--- src/rtl/dmem_arbiter_pkg.sv ---
// Shared types and constants for the dmem arbiter: FSM state encoding,
// requester port indices and a small helper mapping a port to its own-state.
package dmem_arbiter_pkg;

    typedef enum logic [1:0] {
        ST_IDLE = 2'd0,
        ST_OWN0 = 2'd1,
        ST_OWN1 = 2'd2
    } state_e;

    localparam logic PORT0 = 1'b0;  // core load/store path
    localparam logic PORT1 = 1'b1;  // external loader / DMA

    // State in which the given port owns dmem.
    function automatic state_e own_state(input logic port);
        return (port == PORT1) ? ST_OWN1 : ST_OWN0;
    endfunction

endpackage

--- src/rtl/dmem_arbiter_if.sv ---
// One requester's view of the shared data memory. The requester drives the
// request fields, the arbiter returns grant and read data.
interface dmem_arbiter_if #(
    parameter int AW = 32,
    parameter int DW = 32
) ();

    logic          req;
    logic          we;
    logic [AW-1:0] addr;
    logic [DW-1:0] wdata;
    logic          gnt;
    logic [DW-1:0] rdata;
    logic          rvalid;

    modport master (
        output req, we, addr, wdata,
        input  gnt, rdata, rvalid
    );

    modport slave (
        input  req, we, addr, wdata,
        output gnt, rdata, rvalid
    );

endinterface

--- src/rtl/dmem_arbiter_rr_pick2.sv ---
// Two-way round-robin pick: a lone requester wins; on a tie the port that
// did not own dmem last wins. Purely combinational.
module rr_pick2
    import dmem_arbiter_pkg::*;
(
    input  logic i_req0,
    input  logic i_req1,
    input  logic i_last_owner,
    output logic o_owner,
    output logic o_valid
);

    assign o_valid = i_req0 | i_req1;
    assign o_owner = (i_req0 & i_req1) ? ~i_last_owner : (i_req1 ? PORT1 : PORT0);

endmodule

--- src/rtl/dmem_arbiter.sv ---
// Shares one data memory between the core (m0) and the loader/DMA (m1).
// Grant is registered (no req->gnt combinational path); a holder keeps the
// memory until it drops req, or for MAX_BURST beats while the other port waits.
module dmem_arbiter
    import dmem_arbiter_pkg::*;
#(
    parameter int AW        = 32,
    parameter int DW        = 32,
    parameter int MAX_BURST = 4
) (
    input  logic          clk,
    input  logic          reset,     // asynchronous, active low
    dmem_arbiter_if.slave m0,
    dmem_arbiter_if.slave m1,
    output logic          m0_stall,
    output logic          mem_we,
    output logic [AW-1:0] mem_a,
    output logic [DW-1:0] mem_wd,
    input  logic [DW-1:0] mem_rd
);

    localparam int            CW        = $clog2(MAX_BURST + 1);
    localparam logic [CW-1:0] LAST_BEAT = CW'(MAX_BURST - 1);
    localparam logic [CW-1:0] CNT_SAT   = CW'(MAX_BURST);

    state_e        r_state;
    logic [CW-1:0] r_beat_cnt;
    logic          r_last_owner;
    logic          r_gnt0;
    logic          r_gnt1;

    state_e        w_next_state;
    state_e        w_other_state;
    logic [CW-1:0] w_next_cnt;
    logic          w_own_req;
    logic          w_other_req;
    logic          w_pick_owner;
    logic          w_pick_valid;
    logic          w_beat0;
    logic          w_beat1;

    rr_pick2 u_pick (
        .i_req0       (m0.req),
        .i_req1       (m1.req),
        .i_last_owner (r_last_owner),
        .o_owner      (w_pick_owner),
        .o_valid      (w_pick_valid)
    );

    // Holder/other view of the requests, so OWN0 and OWN1 share one rule set.
    assign w_own_req     = (r_state == ST_OWN1) ? m1.req : m0.req;
    assign w_other_req   = (r_state == ST_OWN1) ? m0.req : m1.req;
    assign w_other_state = (r_state == ST_OWN1) ? ST_OWN0 : ST_OWN1;

    // Next grant state and burst count.
    always_comb begin
        // NOTE: every output gets a default first so no path leaves it unassigned (no latch).
        w_next_state = r_state;
        w_next_cnt   = r_beat_cnt;
        unique case (r_state)
            ST_IDLE: begin
                if (w_pick_valid) w_next_state = own_state(w_pick_owner);
            end
            ST_OWN0, ST_OWN1: begin
                if (!w_own_req) begin
                    // Holder released: hand straight over, no idle bubble.
                    w_next_state = w_other_req ? w_other_state : ST_IDLE;
                end else if (w_other_req) begin
                    if (r_beat_cnt == LAST_BEAT) w_next_state = w_other_state;
                    else if (r_beat_cnt != CNT_SAT) w_next_cnt = r_beat_cnt + 1'b1;
                end
                // Uncontested holder stays indefinitely with the count frozen.
            end
            default: w_next_state = ST_IDLE;
        endcase
        if (w_next_state != r_state) w_next_cnt = '0;
    end

    // Grant FSM state, burst counter, fairness memory and registered grants.
    always_ff @(posedge clk or negedge reset) begin
        if (!reset) begin
            r_state      <= ST_IDLE;
            r_beat_cnt   <= '0;
            r_last_owner <= PORT1;  // core wins the first tie after reset
            r_gnt0       <= 1'b0;
            r_gnt1       <= 1'b0;
        end else begin
            // NOTE: non-blocking assignments so every flop samples pre-edge values.
            r_state    <= w_next_state;
            r_beat_cnt <= w_next_cnt;
            r_gnt0     <= (w_next_state == ST_OWN0);
            r_gnt1     <= (w_next_state == ST_OWN1);
            if ((w_next_state != r_state) && (w_next_state != ST_IDLE))
                r_last_owner <= (w_next_state == ST_OWN1);
        end
    end

    // A beat is a granted cycle in which the owner is still requesting.
    assign w_beat0 = r_gnt0 & m0.req;
    assign w_beat1 = r_gnt1 & m1.req;

    // Memory-side mux: zero unless the owner is actively requesting.
    assign mem_we = (w_beat0 & m0.we) | (w_beat1 & m1.we);
    assign mem_a  = w_beat0 ? m0.addr  : (w_beat1 ? m1.addr  : '0);
    assign mem_wd = w_beat0 ? m0.wdata : (w_beat1 ? m1.wdata : '0);

    // Requester-side returns.
    assign m0.gnt    = r_gnt0;
    assign m1.gnt    = r_gnt1;
    assign m0.rdata  = r_gnt0 ? mem_rd : '0;
    assign m1.rdata  = r_gnt1 ? mem_rd : '0;
    assign m0.rvalid = w_beat0 & ~m0.we;
    assign m1.rvalid = w_beat1 & ~m1.we;
    assign m0_stall  = m0.req & ~r_gnt0;

endmodule

--- src/flat_wrapper.sv ---
// flat-port wrapper written by rule: the top's interface ports become plain ports
module dmem_arbiter_flat import dmem_arbiter_pkg::*;
#(
    parameter int AW        = 32,
    parameter int DW        = 32,
    parameter int MAX_BURST = 4
)
  (clk, reset, m0_stall, mem_we, mem_a, mem_wd, mem_rd, m0_req, m0_we, m0_addr, m0_wdata, m0_gnt, m0_rdata, m0_rvalid, m1_req, m1_we, m1_addr, m1_wdata, m1_gnt, m1_rdata, m1_rvalid);
  dmem_arbiter_if #(.AW(AW), .DW(DW)) m0_i ();
  dmem_arbiter_if #(.AW(AW), .DW(DW)) m1_i ();
  input  logic clk;
  input  logic reset;
  output logic m0_stall;
  output logic mem_we;
  output logic [AW-1:0] mem_a;
  output logic [DW-1:0] mem_wd;
  input  logic [DW-1:0] mem_rd;
  input wire logic [$bits(m0_i.req)-1:0] m0_req;
  input wire logic [$bits(m0_i.we)-1:0] m0_we;
  input wire logic [$bits(m0_i.addr)-1:0] m0_addr;
  input wire logic [$bits(m0_i.wdata)-1:0] m0_wdata;
  output wire logic [$bits(m0_i.gnt)-1:0] m0_gnt;
  output wire logic [$bits(m0_i.rdata)-1:0] m0_rdata;
  output wire logic [$bits(m0_i.rvalid)-1:0] m0_rvalid;
  input wire logic [$bits(m1_i.req)-1:0] m1_req;
  input wire logic [$bits(m1_i.we)-1:0] m1_we;
  input wire logic [$bits(m1_i.addr)-1:0] m1_addr;
  input wire logic [$bits(m1_i.wdata)-1:0] m1_wdata;
  output wire logic [$bits(m1_i.gnt)-1:0] m1_gnt;
  output wire logic [$bits(m1_i.rdata)-1:0] m1_rdata;
  output wire logic [$bits(m1_i.rvalid)-1:0] m1_rvalid;
  assign m0_i.req = m0_req;
  assign m0_i.we = m0_we;
  assign m0_i.addr = m0_addr;
  assign m0_i.wdata = m0_wdata;
  assign m0_gnt = m0_i.gnt;
  assign m0_rdata = m0_i.rdata;
  assign m0_rvalid = m0_i.rvalid;
  assign m1_i.req = m1_req;
  assign m1_i.we = m1_we;
  assign m1_i.addr = m1_addr;
  assign m1_i.wdata = m1_wdata;
  assign m1_gnt = m1_i.gnt;
  assign m1_rdata = m1_i.rdata;
  assign m1_rvalid = m1_i.rvalid;
  dmem_arbiter #(.AW(AW), .DW(DW), .MAX_BURST(MAX_BURST)) u_core (.clk(clk), .reset(reset), .m0(m0_i), .m1(m1_i), .m0_stall(m0_stall), .mem_we(mem_we), .mem_a(mem_a), .mem_wd(mem_wd), .mem_rd(mem_rd));
endmodule
--- config.mk ---
export PLATFORM = sky130hd
export DESIGN_NAME = dmem_arbiter_flat
export DESIGN_NICKNAME = d
export VERILOG_FILES = /design/src/rtl/dmem_arbiter_pkg.sv /design/src/rtl/dmem_arbiter_if.sv /design/src/rtl/dmem_arbiter_rr_pick2.sv /design/src/rtl/dmem_arbiter.sv /design/src/flat_wrapper.sv
export SDC_FILE = /design/constraint.sdc
export NUM_CORES = 1
export LEC_CHECK = 0
export CORE_AREA = 2 2 115 117
export DETAILED_ROUTE_END_ITERATION = 12
export DIE_AREA = 0 0 117 119
export PLACE_DENSITY = 0.61
export SYNTH_ARGS = -nofsm -noshare
export SYNTH_HDL_FRONTEND = slang
export SYNTH_HIERARCHICAL = 1
export SYNTH_SLANG_ARGS = --single-unit
--- constraint.sdc ---
create_clock -name clk -period 2.2 [get_ports clk]
set_input_delay 0.55 -clock clk [delete_from_list [all_inputs] [get_ports clk]]
set_output_delay 0.55 -clock clk [all_outputs]
set_load 0.02 [all_outputs]
==> impl_metrics.ini <==
[synthesis]
syn-num-nets = 407
synth_top_family_by_area = compound AO/OA/AOI/OAI gates
synthSimpleGateAreaFrac_pct = 32.4
ys.flop_type = dfrtp_1
avgSynthCellArea_um2 = 7.74
synth_top_cell_area_share_pct = 30.8
synth-xor-area-share_pct = 0.482
synthAdderAreaFrac_pct = 4.13
ys_seq_area_share_pct = 11.1
synth_commonest_cells = and2_1, a22o_1, buf_2
synth-warning-count = 6
synthMuxAreaShare_pct = 3.10
synth_edf_count = 0
ys_types = 42
synth-compound-area-share_pct = 40.9
syn-cell-area_um2 = 1820
synth_top_area_cell = a22o_1
yosysMostFrequentCell = and2_1
synth_seq_cells = 8
yosys-top-cells-area = a22o_1, and2_1, dfrtp_1
netlist_instances = 235
ys_async_sr_fraction_pct = 100

[worst_hold_path]
hp-start = u_core/r_last_owner
hold_depth = 2
hold_class = reg -> reg
min_to = u_core/r_last_owner

[layout]
instances_no_fill = 725
final_cell_area_um2 = 5270
area_delta_synth_final_pct = 190
drive_above_1_share_pct = 21.3
diodes = 0
nFillCells = 1322
nNetsFinal = 722

[placement]
postPlaceCellArea_um2 = 5140
hpwl_um = 10800
gp_congestion = 0.952
port_buffers = 299
place_ws_ps = -831
dp.cells = 710

[clock_network]
cts.path.max_buffers = 2
cts-hold-fix-buffers = 0
htree_num_levels = 1
cts_made_buffers = 3
cts_sinks = 8
clkLatencyLatePin_ps = 230
root_buffer = clkbuf_16
clkTransAtPathRegs_ps = 40
cts_tree = built

[power]
combinationalPowerShare_pct = 84.8
cellPowerDensity_nw_per_um2 = 690
p_leak_uw = 0.00251
power.switching_uw = 1700
p_total_uw = 3630
p_sw_share_pct = 46.7
power_frac_seq_pct = 6.7
ir_drop_mv = 0.404
p_int_uw = 1940
clockPowerShare_pct = 8.6

[critical_path]
startpoint = m0_req
slowest_stage = clkdlybuf4s15_2
path_buf_inv = 4
cp.required_ps = 1650
cp_cell_sequence = buf_6 > and2_4 > buf_6 > buf_16 > a22o_1 > clkdlybuf4s15_2
crit_family = buffers and inverters
start_kind = input pin
crit_path_end_kind = primary output
path_class = in -> out
cp.depth = 6
r2r_start = u_core/r_beat_cnt[1]
path_common_cell = buf_6
worstPathArrival_ps = 1610
critPathMaxStageDelay_ps = 250
r2r_slack_ps = 130
r2r_cells = 7
crit_fanout = 17
reg2reg_to = u_core/r_last_owner

[sta]
relSlewSlack_pct = 73.0
skew_ps = 1.58
max_clock_freq_mhz = 462
worst_pin_slew_ps = 395
finalCritPeriodShare_pct = 98.4
final-setup-viol-count = 0
slew_violations = 0
period_needed_ps = 2160
hold_slack_ps = 576
rsz0062_at_grt = yes
fin_ws_ps = 36.1
hold_viol_final = 0

[floorplan]
die_area_um2 = 13900
start_util_pct = 14.1
ios = 300
num_rows = 42
dieHeight_um = 119
core_area_um2 = 12900
fp.dieW_um = 117

[grt]
grt_overflow = 0
grt_pass1_vias = 3024
grt_util_all_layers_pct = 18.2
antenna_found_initial = 0
grt_pass1_wl_um = 19200
grt_max_degree = 35

[route]
vias_per_cell = 4.26
wl_per_cell_um = 19.1
vias = 3085
ant_nets = 0
drc = 0
drt_iter0_drc = 152
dr.pass1.iters = 4
wirelength_um = 13800

[job]
cap_violations = 0

[outcome]
status = complete, no violations
## stage by stage
| stage | TNS (ps) | util (%) |
|---|---|---|
| after floorplan | -337 | - |
| after global placement | -58850 | 39.9 |
| after detailed placement | -59990 | 39.9 |
| after CTS | 0 | 40.7 |
| after global routing | -91.9 | 40.9 |
| final | 0 | 40.9 |
## registers in the layout, indices dropped and copies added, names as in the netlist
register / cells
u_core/m0.gnt: 1
u_core/m1.gnt: 1
u_core/r_state: 2
u_core/r_last_owner: 1
u_core/r_beat_cnt: 3
## layer usage
layer / vias to the layer above / wire length (um) / track usage [%]
met5: - / 0 / 0
met4: 0 / 119 / 2.72
li1: 1499 / - / -
met3: 6 / 1040 / 3.10
met1: 1450 / 5570 / 23.0
met2: 130 / 7100 / 32.6
## power groups by stage
stage               registers (uW)  logic [uW]  clock network [uW]
floorplan                      260        1510                   0
global placement               242        3060                   0
detailed placement             242        3100                   0
CTS                            242        3070                 322
global route                   247        3270                 325
finish                         242        3080                 311
## what timing repair did
action | CTS | global route
endpoints found under the setup margin | 138 | 45
resized for setup | 348 | 9
pin swaps | 7 | 1
gates cloned | 6 | 0
endpoints found under the hold margin | 0 | 0
setup buffers | 5 | 0
## tightest hold or removal path, cell delays in order (launching register included)
cell and delay, ps:
dfstp_2 380, nand3_1 90, o221ai_2 90
## cell families after synthesis
logic type | count (synthesis)
AO/OA/AOI/OAI | 86
flip-flops | 8
AND/OR/NAND/NOR | 97
XOR/XNOR | 1
multiplexers | 5
adder cells (fa/ha/maj) | 6
buffers and inverters | 32
## final cells by class
type	instances	area (um^2)	area share, %
clock buffer	4	78.8	1.50
multi-input combinational	195	1500	28.5
inverter	10	37.5	0.713
timing repair buffer	332	3230	61.3
sequential	8	201	3.82
tap	176	220	4.18
## placed cells by master (no fill, tap or decap), types with 3 or more instances in the layout
cell type	n
buf_6	15
ha_1	6
buf_2	29
clkbuf_16	3
dlygate4sd2_1	64
nand2b_1	3
nand2_1	6
clkdlybuf4s50_1	165
buf_12	5
clkdlybuf4s15_2	17
inv_1	10
buf_16	6
buf_4	29
o21ai_0	4
a22o_1	63
and2_1	66
nor2b_1	4
dfrtp_1	7
mux2i_1	3
## how the worst max path moves through the flow
stage / end / slack [ps]
after floorplan: mem_a[10] / -6
after global placement: mem_wd[11] / -840
after detailed placement: mem_wd[11] / -830
after CTS: mem_wd[11] / 7
after global routing: mem_a[17] / -20
final: mem_a[17] / 40
(Power assumes the default switching activity.)
